<file path="src/rtl/ederah_rd_arbiter.sv">
// Two-requester AXI read arbiter: round-robin AR grant into one output register,
// in-order tag FIFO steering R beats back to the requester that issued each burst.
module ederah_rd_arbiter #(
    parameter int unsigned C_ADDR_WIDTH      = 64,
    parameter int unsigned C_DATA_WIDTH      = 512,
    parameter int unsigned C_MAX_OUTSTANDING = 16
) (
    input  logic                    ap_clk,
    input  logic                    ap_rst_n,

    input  logic                    s0_arvalid,
    output logic                    s0_arready,
    input  logic [C_ADDR_WIDTH-1:0] s0_araddr,
    input  logic [7:0]              s0_arlen,
    output logic                    s0_rvalid,
    input  logic                    s0_rready,
    output logic [C_DATA_WIDTH-1:0] s0_rdata,
    output logic                    s0_rlast,

    input  logic                    s1_arvalid,
    output logic                    s1_arready,
    input  logic [C_ADDR_WIDTH-1:0] s1_araddr,
    input  logic [7:0]              s1_arlen,
    output logic                    s1_rvalid,
    input  logic                    s1_rready,
    output logic [C_DATA_WIDTH-1:0] s1_rdata,
    output logic                    s1_rlast,

    output logic                    m_axi_arvalid,
    input  logic                    m_axi_arready,
    output logic [C_ADDR_WIDTH-1:0] m_axi_araddr,
    output logic [7:0]              m_axi_arlen,
    input  logic                    m_axi_rvalid,
    output logic                    m_axi_rready,
    input  logic [C_DATA_WIDTH-1:0] m_axi_rdata,
    input  logic                    m_axi_rlast,

    output logic                    idle
);

    localparam int unsigned AW = $clog2(C_MAX_OUTSTANDING);
    localparam int unsigned CW = AW + 1;
    localparam logic [CW-1:0] MaxCount = CW'(C_MAX_OUTSTANDING);

    typedef enum logic {
        AR_EMPTY  = 1'b0,
        AR_LOADED = 1'b1
    } arState_t;

    arState_t                     arState_q, arState_d;
    logic [C_ADDR_WIDTH-1:0]      arAddr_q, arAddr_d;
    logic [7:0]                   arLen_q, arLen_d;
    logic                         lastGrant_q, lastGrant_d;
    logic [CW-1:0]                count_q, count_d;
    logic [AW-1:0]                wrPtr_q, wrPtr_d;
    logic [AW-1:0]                rdPtr_q, rdPtr_d;
    logic [C_MAX_OUTSTANDING-1:0] tagMem_q, tagMem_d;

    logic arFire;
    logic canGrant;
    logic grant0;
    logic grant1;
    logic grantValid;
    logic fifoEmpty;
    logic headId;
    logic pop;

    assign arFire     = (arState_q == AR_LOADED) && m_axi_arready;
    // Gating with the reset input keeps arready low while reset is held.
    assign canGrant   = ap_rst_n && ((arState_q == AR_EMPTY) || arFire) && (count_q < MaxCount);
    assign grantValid = grant0 || grant1;
    assign fifoEmpty  = (count_q == '0);
    assign headId     = tagMem_q[rdPtr_q];
    assign pop        = m_axi_rvalid && m_axi_rready && m_axi_rlast;

    // Round-robin: on a tie the requester not granted last wins.
    always_comb begin
        grant0 = 1'b0;
        grant1 = 1'b0;
        if (canGrant) begin
            if (s0_arvalid && s1_arvalid) begin
                if (lastGrant_q) begin
                    grant0 = 1'b1;
                end else begin
                    grant1 = 1'b1;
                end
            end else if (s0_arvalid) begin
                grant0 = 1'b1;
            end else if (s1_arvalid) begin
                grant1 = 1'b1;
            end
        end
    end

    assign s0_arready    = grant0;
    assign s1_arready    = grant1;
    assign m_axi_arvalid = (arState_q == AR_LOADED);
    assign m_axi_araddr  = arAddr_q;
    assign m_axi_arlen   = arLen_q;

    assign m_axi_rready = !fifoEmpty && (headId ? s1_rready : s0_rready);
    assign s0_rvalid    = m_axi_rvalid && !fifoEmpty && !headId;
    assign s1_rvalid    = m_axi_rvalid && !fifoEmpty && headId;
    // Data is zeroed while nothing is outstanding so reset shows clean outputs.
    assign s0_rdata     = fifoEmpty ? '0 : m_axi_rdata;
    assign s1_rdata     = fifoEmpty ? '0 : m_axi_rdata;
    assign s0_rlast     = !fifoEmpty && m_axi_rlast;
    assign s1_rlast     = !fifoEmpty && m_axi_rlast;

    assign idle = (arState_q == AR_EMPTY) && (count_q == '0);

    always_comb begin
        arState_d = arState_q;
        arAddr_d  = arAddr_q;
        arLen_d   = arLen_q;
        case (arState_q)
            AR_EMPTY: begin
                if (grantValid) begin
                    arState_d = AR_LOADED;
                end
            end
            AR_LOADED: begin
                if (arFire && !grantValid) begin
                    arState_d = AR_EMPTY;
                end
            end
            default: arState_d = AR_EMPTY;
        endcase
        if (grant0) begin
            arAddr_d = s0_araddr;
            arLen_d  = s0_arlen;
        end else if (grant1) begin
            arAddr_d = s1_araddr;
            arLen_d  = s1_arlen;
        end
    end

    always_comb begin
        lastGrant_d = lastGrant_q;
        tagMem_d    = tagMem_q;
        wrPtr_d     = wrPtr_q;
        rdPtr_d     = rdPtr_q;
        count_d     = count_q;
        if (grantValid) begin
            lastGrant_d       = grant1;
            tagMem_d[wrPtr_q] = grant1;
            wrPtr_d           = wrPtr_q + AW'(1);
        end
        if (pop) begin
            rdPtr_d = rdPtr_q + AW'(1);
        end
        // Simultaneous push and pop leaves the occupancy unchanged.
        case ({grantValid, pop})
            2'b10:   count_d = count_q + CW'(1);
            2'b01:   count_d = count_q - CW'(1);
            default: count_d = count_q;
        endcase
    end

    always_ff @(posedge ap_clk or negedge ap_rst_n) begin
        if (!ap_rst_n) begin
            arState_q   <= AR_EMPTY;
            arAddr_q    <= '0;
            arLen_q     <= '0;
            lastGrant_q <= 1'b1;
            count_q     <= '0;
            wrPtr_q     <= '0;
            rdPtr_q     <= '0;
            tagMem_q    <= '0;
        end else begin
            arState_q   <= arState_d;
            arAddr_q    <= arAddr_d;
            arLen_q     <= arLen_d;
            lastGrant_q <= lastGrant_d;
            count_q     <= count_d;
            wrPtr_q     <= wrPtr_d;
            rdPtr_q     <= rdPtr_d;
            tagMem_q    <= tagMem_d;
        end
    end

endmodule

</file>
<file path="config.mk">
export PLATFORM = sky130hd
export DESIGN_NAME = ederah_rd_arbiter
export DESIGN_NICKNAME = d
export VERILOG_FILES = /design/src/rtl/ederah_rd_arbiter.sv
export SDC_FILE = /design/constraint.sdc
export NUM_CORES = 1
export LEC_CHECK = 0
export ABC_AREA = 1
export BUFFER_PORTS_ARGS = -buffer_cell sky130_fd_sc_hd__buf_2
export CORE_AREA = 5 5 695 697
export DETAILED_ROUTE_END_ITERATION = 8
export DIE_AREA = 0 0 700 702
export GPL_TIMING_DRIVEN = 1
export PLACE_DENSITY = 0.3
export SYNTH_ARGS = -nofsm -noshare
export SYNTH_HDL_FRONTEND = slang
export SYNTH_SLANG_ARGS = --single-unit
</file>
<file path="constraint.sdc">
create_clock -name ap_clk -period 2.6 [get_ports ap_clk]
set_input_delay 0 -clock ap_clk [delete_from_list [all_inputs] [get_ports ap_clk]]
set_output_delay 0 -clock ap_clk [all_outputs]
set_load 0.005 [all_outputs]
</file>
==> out/metrics.cfg <==
[cells_and_area]
final_util = 0.0642
seq_area_sq_um = 2580
fin_cells = 10000
syn_to_final_growth_pct = 137
fin_nets = 4311
final_layout_size_suffix_gt1_frac = 0.533
multi_input_comb_area_sq_um = 4080
fillers = 56900

[floorplan]
die_y_um = 702
initial_core_util = 0.0271
fp-row-count = 254
die_width_um = 700
num_io_pins = 1770
core-area_sq_um = 476000
die-area_sq_um = 491000

[grt]
grt_max_degree = 74
grt_pass1_wl_um = 429000
track_usage = 0.150
antenna_found_initial = 348
overflow = 0
grt_pass1_vias = 19700

[clocking]
path_clk_slew_ns = 0.09
cts-root-buf = clkbuf_16
cts.sinks = 103
cts_buffers = 9
cts_tree = yes
cts_buffer_depth = 2
clk_latency_ns = 0.44
h-tree-depth = 3

[placed_design]
io_buffer_count = 1769
dp_cells = 9735
place_congestion = 0.997
dp_hpwl_um = 364000

[setup_path]
start_kind = register
cp.required_ns = 2.60
cp-end-kind = output port
r2r_slack_ns = 0.10
cp.arrival_ns = 2.54
critPathMaxFanout = 31
path_class = register to output port

[timing]
fmax_mhz = 393
fin_crit_sh = 0.978
clock_skew_ns = 0.0234
hold_slack_ns = 0.0398
slew_headroom = 0.412
period_needed_ns = 2.54
grt_setup_unrepaired = true
tns_ns = 0
drv_slew = 0
finalHoldViolations = 0
worst_pin_slew_ns = 0.883
setup-violations-final = 0

[synthesis]
synth_xor_area_frac = 0.00475
synth_top_area_frac = 0.299
synthSimpleGateAreaFrac = 0.277
synthMuxAreaShare = 0
yosys-top-cells-area = buf_4 30%, nand2_1 23%, dfrtp_1 20%, inv_1 16%, nand3_1 3.7%
synth_top_family_by_area = buffers and inverters
synth-compound-area-share = 0.0133
yosysTopAreaCell = buf_4
ys_warn_count = 0
syn_nets = 2890
syn-cell-area_sq_um = 12900
avgSynthCellArea_sq_um = 5.83
ys_seq_area_frac = 0.200
synth-adder-area-share = 0.0103
syn_inst = 2215
synth-seq-cells = 103
yosysUniqueCellTypes = 28

[power]
leakage_nw = 16.5
peakVddDrop_uv = 520
p_per_area_nw_per_um2 = 665
totalPowerFinal_mw = 20.3

[route]
vias = 20800
first_pass_iters = 5
routed_wl_um = 385000
drtIter0Drc = 1181
ant_nets = 0
route.detailed.drc = 0
wl_per_cell_um = 38.5
viasPerCell = 2.08

[job]
max-cap-violations = 0

[status]
outcome = finished clean

[hold_path]
hold_path.class = input pin to register

[where the power goes]
part           total (mW)  switching [mW]  internal (mW)
logic                15.9            10.9           5.05
clock network        1.55           0.860          0.692
registers            2.87           0.505           2.37
total                20.3            12.2           8.11
[cells in the final DEF, fill, tap and decap left out, types with 14 or more instances in the layout]
master and n:
diode_2 105, nand3_2 15, nand2_1 776, buf_4 69, buf_2 1615, nand2_2 14, inv_1 532, inv_2 18
nor2_1 19, nand3_1 81, o21ai_1 14, dlygate4sd3_1 145, dfrtp_1 101, buf_12 146
[layout make-up]
type | count | area share
diodes | 105 | 0.00859
clock buffers | 10 | 0.00782
clock inverters | 6 | 0.00172
inverters | 555 | 0.0686
multi-input cells | 961 | 0.133
flip-flops and latches | 103 | 0.0844
well taps | 6272 | 0.257
repair buffers | 2005 | 0.439
repair inverters | 1 | 0.000205
[timing repair]
action	in CTS	in global routing
hold buffers	145	0
hold endpoints to repair	122	0
setup buffers	5	5
resized for setup	52	53
cloned	4	3
pin swaps	2	16
endpoints found under the setup margin	573	35
[cell usage after synthesis, drive strengths merged]
| cell type | number |
|---|---|
| xor2 | 6 |
| dfrtp | 102 |
| ha | 9 |
| o21ai | 23 |
| buf | 589 |
| dfstp | 1 |
| clkbuf | 7 |
| nor3 | 1 |
| nor2 | 21 |
| a21o | 2 |
| nand2 | 790 |
| nand4 | 3 |
| inv | 555 |
| xnor2 | 1 |
| o211ai | 1 |
| and3 | 1 |
| nand3 | 96 |
| fa | 1 |
| a21oi | 6 |
[path summary, 6_finish.rpt]
| check | start | end | depth (start not counted) |
|---|---|---|---|
| setup / recovery | count_q[4] | s0_rdata[223] | 8 |
| hold / removal | s1_rready | rdPtr_q[2] | 5 |
| setup reg to reg | rdPtr_q[0] | count_q[4] | 15 |
| hold reg to reg | lastGrant_q | lastGrant_q | 2 |
| max in group asynchronous | ap_rst_n | m_axi_araddr[46] | 4 |
| min in group asynchronous | ap_rst_n | m_axi_araddr[57] | 3 |
[metrics by stage]
| stage | worst slack [ns] | area (sq um) |
|---|---|---|
| after floorplan | 0.0990 | 12900 |
| after global placement | -0.274 | 28000 |
| after detailed placement | -0.233 | 28000 |
| after CTS | 0.0103 | 30100 |
| after global routing | -0.0637 | 30500 |
| final | 0.0578 | 30600 |
[routing by layer]
metal	routed length (um)	global-route usage	share of wire	up-vias
met2	184000	0.256	0.48	1818
met1	140000	0.162	0.36	9719
met4	11600	0.0332	0.030	88
met3	48800	0.0804	0.13	565
met5	625	0	0.0016	-
li1	-	-	-	8634
[cell families (layout without fill, tap and decap cells)]
logic type                 Yosys count  after routing
AOI/OAI and AO/OA                   32             32
xor gates and xnor gates             7              7
buffers and inverters             1151           2577
other                                0            105
DFF                                103            103
and+or+nand+nor                    912            912
adders and majority gates           10             10
[sequential cells by signal (all words and copies together), names as in the netlist]
| register | flops |
|---|---|
| tagMem_q | 16 |
| lastGrant_q | 1 |
| wrPtr_q | 4 |
| count_q | 5 |
| rdPtr_q | 4 |
| m_axi_araddr | 64 |
| m_axi_arlen | 8 |
| m_axi_arvalid | 1 |
[critical path: stages (launching register included)]
cell and delay [ns]:
dfrtp_1 0.41, inv_1 0.07, nand4_1 0.18, buf_12 0.19
buf_12 0.12, buf_16 0.16, nand2_1 0.09, inv_1 0.41
buf_2 0.27
(Power assumes the default switching activity.)
